===== src/rtl/mem_1r1w_masked_32x64_ctrl_if.sv =====
`timescale 1ns/1ps
// Bus bundle between the memory controller, its requesters and the 1R1W macro.
// slave  : controller view.
// master : view of the agents around the controller (requesters and macro).
interface mem_1r1w_masked_32x64_ctrl_if #(
  parameter int ADDR_W = 5,
  parameter int DATA_W = 64,
  parameter int MASK_W = 8
);
  logic              w0_valid;
  logic              w0_ready;
  logic [ADDR_W-1:0] w0_addr;
  logic [DATA_W-1:0] w0_data;
  logic [MASK_W-1:0] w0_mask;

  logic              w1_valid;
  logic              w1_ready;
  logic [ADDR_W-1:0] w1_addr;
  logic [DATA_W-1:0] w1_data;
  logic [MASK_W-1:0] w1_mask;

  logic              r_valid;
  logic              r_ready;
  logic [ADDR_W-1:0] r_addr;
  logic              rsp_valid;
  logic [DATA_W-1:0] rsp_data;

  logic [ADDR_W-1:0] mem_R0_addr;
  logic              mem_R0_en;
  logic [DATA_W-1:0] mem_R0_data;
  logic [ADDR_W-1:0] mem_W0_addr;
  logic              mem_W0_en;
  logic [DATA_W-1:0] mem_W0_data;
  logic [MASK_W-1:0] mem_W0_mask;

  modport slave (
    input  w0_valid, w0_addr, w0_data, w0_mask,
    input  w1_valid, w1_addr, w1_data, w1_mask,
    input  r_valid, r_addr, mem_R0_data,
    output w0_ready, w1_ready, r_ready, rsp_valid, rsp_data,
    output mem_R0_addr, mem_R0_en,
    output mem_W0_addr, mem_W0_en, mem_W0_data, mem_W0_mask
  );

  modport master (
    output w0_valid, w0_addr, w0_data, w0_mask,
    output w1_valid, w1_addr, w1_data, w1_mask,
    output r_valid, r_addr, mem_R0_data,
    input  w0_ready, w1_ready, r_ready, rsp_valid, rsp_data,
    input  mem_R0_addr, mem_R0_en,
    input  mem_W0_addr, mem_W0_en, mem_W0_data, mem_W0_mask
  );
endinterface


===== src/rtl/mem_1r1w_masked_32x64_ctrl.sv =====
`timescale 1ns/1ps
// Front-end for one mem_1r1w_masked_32x64 macro: round-robin sharing of the
// write port between two byte-masked requesters, 1-cycle reads with
// same-cycle write forwarding, and a full-array zero-fill after reset or
// on clr_req.
//
// state    | meaning
// ---------+-------------------------------------------------------------
// ST_CLEAR | zero-fill, one entry per cycle from cnt_q=0 to DEPTH-1; busy
// ST_RUN   | normal operation: write arbitration and reads accepted
module mem_1r1w_masked_32x64_ctrl #(
  parameter int DEPTH  = 32,
  parameter int ADDR_W = 5,
  parameter int DATA_W = 64,
  parameter int MASK_W = 8
) (
  input  logic clock_i,
  input  logic reset_n_i,
  input  logic clr_req_i,
  output logic busy_o,
  mem_1r1w_masked_32x64_ctrl_if.slave bus
);

  typedef enum logic {ST_CLEAR = 1'b0, ST_RUN = 1'b1} state_t;

  state_t            state_q, state_d;
  logic [ADDR_W-1:0] cnt_q, cnt_d;
  logic              rr_q, rr_d;        // 0: w0 wins a tie, 1: w1 wins a tie

  logic              rsp_valid_q;
  logic              hit_q, hit_d;
  logic [DATA_W-1:0] fwd_data_q;
  logic [MASK_W-1:0] fwd_mask_q;

  logic              gnt0, gnt1;
  logic              wr_en, rd_en, rd_rdy;
  logic [ADDR_W-1:0] wr_addr;
  logic [DATA_W-1:0] wr_data;
  logic [MASK_W-1:0] wr_mask;
  logic [DATA_W-1:0] rsp_data_c;

  // State register, fill counter and round-robin pointer.
  always_ff @(posedge clock_i or negedge reset_n_i) begin
    if (!reset_n_i) begin
      state_q <= ST_CLEAR;
      cnt_q   <= '0;
      rr_q    <= 1'b0;
    end else begin
      state_q <= state_d;
      cnt_q   <= cnt_d;
      rr_q    <= rr_d;
    end
  end

  // Next state: the fill ends after the write at DEPTH-1; clr_req restarts it.
  always_comb begin
    state_d = state_q;
    cnt_d   = cnt_q;
    case (state_q)
      ST_CLEAR: begin
        cnt_d = cnt_q + 1'b1;
        if (cnt_q == ADDR_W'(DEPTH - 1)) begin
          state_d = ST_RUN;
          cnt_d   = '0;
        end
      end
      ST_RUN: begin
        if (clr_req_i) begin
          state_d = ST_CLEAR;
          cnt_d   = '0;
        end
      end
      default: begin
        state_d = ST_CLEAR;
        cnt_d   = '0;
      end
    endcase
  end

  // Outputs: fill writes in CLEAR; write grant, pointer update and read accept in RUN.
  always_comb begin
    busy_o  = (state_q == ST_CLEAR);
    gnt0    = 1'b0;
    gnt1    = 1'b0;
    wr_en   = 1'b0;
    wr_addr = '0;
    wr_data = '0;
    wr_mask = '0;
    rd_rdy  = 1'b0;
    rd_en   = 1'b0;
    rr_d    = rr_q;
    case (state_q)
      ST_CLEAR: begin
        // Held off while reset is asserted so the macro sees no write then.
        wr_en   = reset_n_i;
        wr_addr = cnt_q;
        wr_data = '0;
        wr_mask = '1;
      end
      ST_RUN: begin
        gnt0  = bus.w0_valid & (~bus.w1_valid | ~rr_q);
        gnt1  = bus.w1_valid & ~gnt0;
        wr_en = gnt0 | gnt1;
        if (gnt1) begin
          wr_addr = bus.w1_addr;
          wr_data = bus.w1_data;
          wr_mask = bus.w1_mask;
        end else begin
          wr_addr = bus.w0_addr;
          wr_data = bus.w0_data;
          wr_mask = bus.w0_mask;
        end
        if (gnt0) rr_d = 1'b1;
        else if (gnt1) rr_d = 1'b0;
        rd_rdy = 1'b1;
        rd_en  = bus.r_valid;
      end
      default: ;
    endcase
  end

  // A read colliding with the granted write gets the write bytes forwarded.
  assign hit_d = rd_en & wr_en & (bus.r_addr == wr_addr);

  // Response pipeline: one-cycle valid plus the captured collision write.
  always_ff @(posedge clock_i or negedge reset_n_i) begin
    if (!reset_n_i) begin
      rsp_valid_q <= 1'b0;
      hit_q       <= 1'b0;
      fwd_data_q  <= '0;
      fwd_mask_q  <= '0;
    end else begin
      rsp_valid_q <= rd_en;
      hit_q       <= hit_d;
      fwd_data_q  <= wr_data;
      fwd_mask_q  <= wr_mask;
    end
  end

  // Byte merge: forwarded write bytes override the macro's undefined collision data.
  always_comb begin
    rsp_data_c = bus.mem_R0_data;
    for (int i = 0; i < MASK_W; i++) begin
      if (hit_q && fwd_mask_q[i]) rsp_data_c[8*i +: 8] = fwd_data_q[8*i +: 8];
    end
  end

  assign bus.w0_ready    = gnt0;
  assign bus.w1_ready    = gnt1;
  assign bus.r_ready     = rd_rdy;
  assign bus.rsp_valid   = rsp_valid_q;
  assign bus.rsp_data    = rsp_data_c;
  assign bus.mem_R0_en   = rd_en;
  assign bus.mem_R0_addr = bus.r_addr;
  assign bus.mem_W0_en   = wr_en;
  assign bus.mem_W0_addr = wr_addr;
  assign bus.mem_W0_data = wr_data;
  assign bus.mem_W0_mask = wr_mask;

endmodule


===== src/flat_wrapper.sv =====
// flat-port wrapper written by rule: the top's interface ports become plain ports
module mem_1r1w_masked_32x64_ctrl_flat 
#(
  parameter int DEPTH  = 32,
  parameter int ADDR_W = 5,
  parameter int DATA_W = 64,
  parameter int MASK_W = 8
)
  (clock_i, reset_n_i, clr_req_i, busy_o, bus_w0_valid, bus_w0_addr, bus_w0_data, bus_w0_mask, bus_w1_valid, bus_w1_addr, bus_w1_data, bus_w1_mask, bus_r_valid, bus_r_addr, bus_mem_R0_data, bus_w0_ready, bus_w1_ready, bus_r_ready, bus_rsp_valid, bus_rsp_data, bus_mem_R0_addr, bus_mem_R0_en, bus_mem_W0_addr, bus_mem_W0_en, bus_mem_W0_data, bus_mem_W0_mask);
  mem_1r1w_masked_32x64_ctrl_if #(.ADDR_W(ADDR_W), .DATA_W(DATA_W), .MASK_W(MASK_W)) bus_i ();
  input  logic clock_i;
  input  logic reset_n_i;
  input  logic clr_req_i;
  output logic busy_o;
  input wire logic [$bits(bus_i.w0_valid)-1:0] bus_w0_valid;
  input wire logic [$bits(bus_i.w0_addr)-1:0] bus_w0_addr;
  input wire logic [$bits(bus_i.w0_data)-1:0] bus_w0_data;
  input wire logic [$bits(bus_i.w0_mask)-1:0] bus_w0_mask;
  input wire logic [$bits(bus_i.w1_valid)-1:0] bus_w1_valid;
  input wire logic [$bits(bus_i.w1_addr)-1:0] bus_w1_addr;
  input wire logic [$bits(bus_i.w1_data)-1:0] bus_w1_data;
  input wire logic [$bits(bus_i.w1_mask)-1:0] bus_w1_mask;
  input wire logic [$bits(bus_i.r_valid)-1:0] bus_r_valid;
  input wire logic [$bits(bus_i.r_addr)-1:0] bus_r_addr;
  input wire logic [$bits(bus_i.mem_R0_data)-1:0] bus_mem_R0_data;
  output wire logic [$bits(bus_i.w0_ready)-1:0] bus_w0_ready;
  output wire logic [$bits(bus_i.w1_ready)-1:0] bus_w1_ready;
  output wire logic [$bits(bus_i.r_ready)-1:0] bus_r_ready;
  output wire logic [$bits(bus_i.rsp_valid)-1:0] bus_rsp_valid;
  output wire logic [$bits(bus_i.rsp_data)-1:0] bus_rsp_data;
  output wire logic [$bits(bus_i.mem_R0_addr)-1:0] bus_mem_R0_addr;
  output wire logic [$bits(bus_i.mem_R0_en)-1:0] bus_mem_R0_en;
  output wire logic [$bits(bus_i.mem_W0_addr)-1:0] bus_mem_W0_addr;
  output wire logic [$bits(bus_i.mem_W0_en)-1:0] bus_mem_W0_en;
  output wire logic [$bits(bus_i.mem_W0_data)-1:0] bus_mem_W0_data;
  output wire logic [$bits(bus_i.mem_W0_mask)-1:0] bus_mem_W0_mask;
  assign bus_i.w0_valid = bus_w0_valid;
  assign bus_i.w0_addr = bus_w0_addr;
  assign bus_i.w0_data = bus_w0_data;
  assign bus_i.w0_mask = bus_w0_mask;
  assign bus_i.w1_valid = bus_w1_valid;
  assign bus_i.w1_addr = bus_w1_addr;
  assign bus_i.w1_data = bus_w1_data;
  assign bus_i.w1_mask = bus_w1_mask;
  assign bus_i.r_valid = bus_r_valid;
  assign bus_i.r_addr = bus_r_addr;
  assign bus_i.mem_R0_data = bus_mem_R0_data;
  assign bus_w0_ready = bus_i.w0_ready;
  assign bus_w1_ready = bus_i.w1_ready;
  assign bus_r_ready = bus_i.r_ready;
  assign bus_rsp_valid = bus_i.rsp_valid;
  assign bus_rsp_data = bus_i.rsp_data;
  assign bus_mem_R0_addr = bus_i.mem_R0_addr;
  assign bus_mem_R0_en = bus_i.mem_R0_en;
  assign bus_mem_W0_addr = bus_i.mem_W0_addr;
  assign bus_mem_W0_en = bus_i.mem_W0_en;
  assign bus_mem_W0_data = bus_i.mem_W0_data;
  assign bus_mem_W0_mask = bus_i.mem_W0_mask;
  mem_1r1w_masked_32x64_ctrl #(.DEPTH(DEPTH), .ADDR_W(ADDR_W), .DATA_W(DATA_W), .MASK_W(MASK_W)) u_core (.clock_i(clock_i), .reset_n_i(reset_n_i), .clr_req_i(clr_req_i), .busy_o(busy_o), .bus(bus_i));
endmodule

===== config.mk =====
export PLATFORM = sky130hd
export DESIGN_NAME = mem_1r1w_masked_32x64_ctrl_flat
export DESIGN_NICKNAME = d
export VERILOG_FILES = /design/src/rtl/mem_1r1w_masked_32x64_ctrl_if.sv /design/src/rtl/mem_1r1w_masked_32x64_ctrl.sv /design/src/flat_wrapper.sv
export SDC_FILE = /design/constraint.sdc
export NUM_CORES = 1
export LEC_CHECK = 0
export ABC_AREA = 1
export BUFFER_PORTS_ARGS = -buffer_cell sky130_fd_sc_hd__clkbuf_2
export CAP_MARGIN = 20
export CORE_AREA = 5 5 144 146
export DETAILED_ROUTE_END_ITERATION = 6
export DIE_AREA = 0 0 149 151
export PLACE_DENSITY = 0.5
export SYNTH_ARGS = -nofsm -noshare
export SYNTH_HDL_FRONTEND = slang
export SYNTH_SLANG_ARGS = --single-unit

===== constraint.sdc =====
create_clock -name clock_i -period 2.2 [get_ports clock_i]
set_input_delay 0 -clock clock_i [delete_from_list [all_inputs] [get_ports clock_i]]
set_output_delay 0 -clock clock_i [all_outputs]
set_load 0.03 [all_outputs]

==> summary.txt <==
Outcome
  • Status: finished, final reports clean

Synthesis
  • Syn Std Cell Area: 0.00428 mm^2
  • #FFs+latches synth: 81
  • Synth area leader: dfrtp_1
  • Syn. warnings: 0
  • Ys flop type: dfrtp_1
  • Most common library cells after synthesis: 135 x nor2_1, 81 x dfrtp_1, 64 x mux2_2
  • Seq/Total Area, Yosys: 47.3%
  • Synth top area share: 47.3%
  • Unique masters post-synth: 21
  • Post-synth EDFFs: 0
  • Top cells by area, synth: dfrtp_1 47%, mux2_2 17%, nor2_1 12%
  • Async SR Flop Fraction: 100%
  • Syn Nets: 726
  • Count leader, synth: nor2_1
  • Syn avg cell area: 8.65 um^2
  • Mapped Cells: 495

Cells and area
  • Area Growth Syn to Fin: 92.3%
  • Layout cells sized above 1: 47.5%
  • Final #Nets: 1,240
  • Post-layout util: 42.7%
  • Final instance area: 0.00824 mm^2
  • Ant diodes: 0

Setup path
  • CP Max Fanout: 35
  • RR Startpoint: u_core.rr_q
  • Crit path launch type: register
  • Crit path launch: u_core.rr_q
  • Critical path class: register to register
  • Arrival @ worst endpoint: 2.24 ns
  • Worst Path Required: 2.41 ns
  • CP endpoint kind: register

Timing
  • Measured slew at the worst slew-check pin: 0.530 ns
  • Skew final: 0.00803 ns
  • RSZ-0062 raised after global routing: false
  • Relative slew margins: 64.5%
  • Crit share post-route: 92.2%
  • Final setup fails: 0
  • Min Tclk post-route: 2.03 ns
  • Max-slew violation count: 0
  • Final Hold Vio Count: 0
  • Post-route setup TNS: 0 ns
  • Fmax: 0.493 GHz

GRT
  • Largest net degree at the start of global routing: 82
  • Total GRT Usage: 16.6%
  • Global-route wire length before repair: 29,400 um
  • Global route overflow: 0
  • Vias in the first global route: 5,642
  • Antenna violations before repair: 0

Clock network
  • Worst-path clk slew: 0.07 ns
  • TritonCTS buffer count: 9
  • CTS Buffer Depth: 2
  • Clk sinks: 81
  • TritonCTS clock tree: done
  • Clock latency on the worst-skew pair: 0.33 ns
  • Root Driver: clkbuf_16
  • H-tree depth: 3

Placement
  • RePlAce Congestion: 0.812
  • Hpwl dp: 14,500 um
  • Port Buffers: 381
  • DP Area: 0.00646 mm^2

Floorplan
  • Row count: 51
  • Top Ports: 382
  • Initial Util: 22.2%
  • Core box area: 0.0193 mm^2
  • Vert. Die Dim: 151 um
  • Die W: 149 um
  • Die area: 0.0225 mm^2

Route
  • Post-detailed-route count of antenna-violating nets: 0
  • Drt pass-1 iters: 4
  • Vias per cell: 4.19
  • Final WL: 19,900 um
  • DRC: 0
  • Vias: 5,357
  • Routed wire length per instance: 15.6 um
  • DR iter-0 viols: 158

Power and ir drop
  • Power Total: 7.62 mW
  • Peak VDD IR: 0.613 mV
  • Leak: 4.54 nW
  • Pwr dens: 925 mW/mm^2

Flow run
  • Maxcap violations: 0

Min path
  • HP Class: primary input to register
  • Worst Min Path Start: bus_r_addr[3]
sequential cells by signal, indices dropped and copies added (netlist names):
| register | cells |
|---|---|
| u_core.fwd_data_q | 64 |
| u_core.rr_q | 1 |
| u_core.fwd_mask_q | 8 |
| u_core.cnt_q | 5 |
| u_core.bus.rsp_valid | 1 |
| u_core.state_q | 1 |
| u_core.hit_q | 1 |
placed cells by master (no fill, tap or decap), drive strengths merged:
cell	instances
clkbuf	390
clkinv	3
o2bb2ai	1
dlygate4sd3	144
nand3	23
mux2	64
bufinv	1
inv	19
o21ai	70
nor2	136
nand2	62
ha	2
buf	10
xor2	1
or2	1
o22ai	1
a21oi	2
dfrtp	81
clkinvlp	2
cell families after synthesis:
logic type / synth area share (%)
AOI/OAI and AO/OA: 9.02
xor gates and xnor gates: 0.204
adders and majority gates: 0.584
muxes: 16.8
DFF: 47.3
and+or+nand+nor: 20.5
buffers and inverters: 5.58
worst max-delay path: stages, from the launching register on:
cell and delay (ns):
dfrtp_1 0.42, o21ai_4 0.25, inv_4 0.07, buf_4 0.27
nor2_1 0.21, nor2_1 0.09, dlygate4sd3_1 0.56
power breakdown:
part | internal [mW] | switching [mW]
logic | 1.50 | 2.59
clock network | 0.867 | 0.620
registers | 1.88 | 0.169
total | 4.25 | 3.37
repair_timing:
item	in CTS	in global routing
hold buffers	145	0
endpoints found under the setup margin	0	18
buffers inserted	0	1
endpoints found under the hold margin	157	0
gates resized for setup	0	6
path summary, 6_finish.rpt:
kind | slack [ns] | end | depth (start not counted)
max in group asynchronous | 1.50 | u_core.fwd_mask_q[4] | 3
max reg2reg | 0.17 | u_core.fwd_data_q[15] | 6
max | 0.17 | u_core.fwd_data_q[15] | 6
min in group asynchronous | 0.34 | u_core.fwd_data_q[58] | 3
min | 0.002 | u_core.hit_q | 4
min reg2reg | 0.56 | u_core.cnt_q[3] | 2
through the flow:
stage / setup slack (ns) / hold slack [ns] / cells
after floorplan: 0.361 / -0.296 / 495
after global placement: 0.477 / 0.121 / 1117
after detailed placement: 0.472 / 0.121 / 1117
after CTS: 0.0555 / 0.00279 / 1277
after global routing: 0.0274 / 0.0365 / 1278
final: 0.172 / 0.00173 / 1278
cell type report:
cell class,count,area [um^2]
fillers,1969,11000
repair buffers,535,3500
flip-flops and latches,81,2030
multi-input cells,363,2020
well taps,265,332
clock buffers,9,225
inverters,19,73.8
clock inverters,6,60.1
layer usage:
layer | wire, um | GRT usage, %
met1 | 7810 | 19.3
met2 | 10300 | 30.2
met3 | 1430 | 3.95
met4 | 350 | 4.90
met5 | 0 | 0
Note: power is estimated with default switching activity, not from simulation.
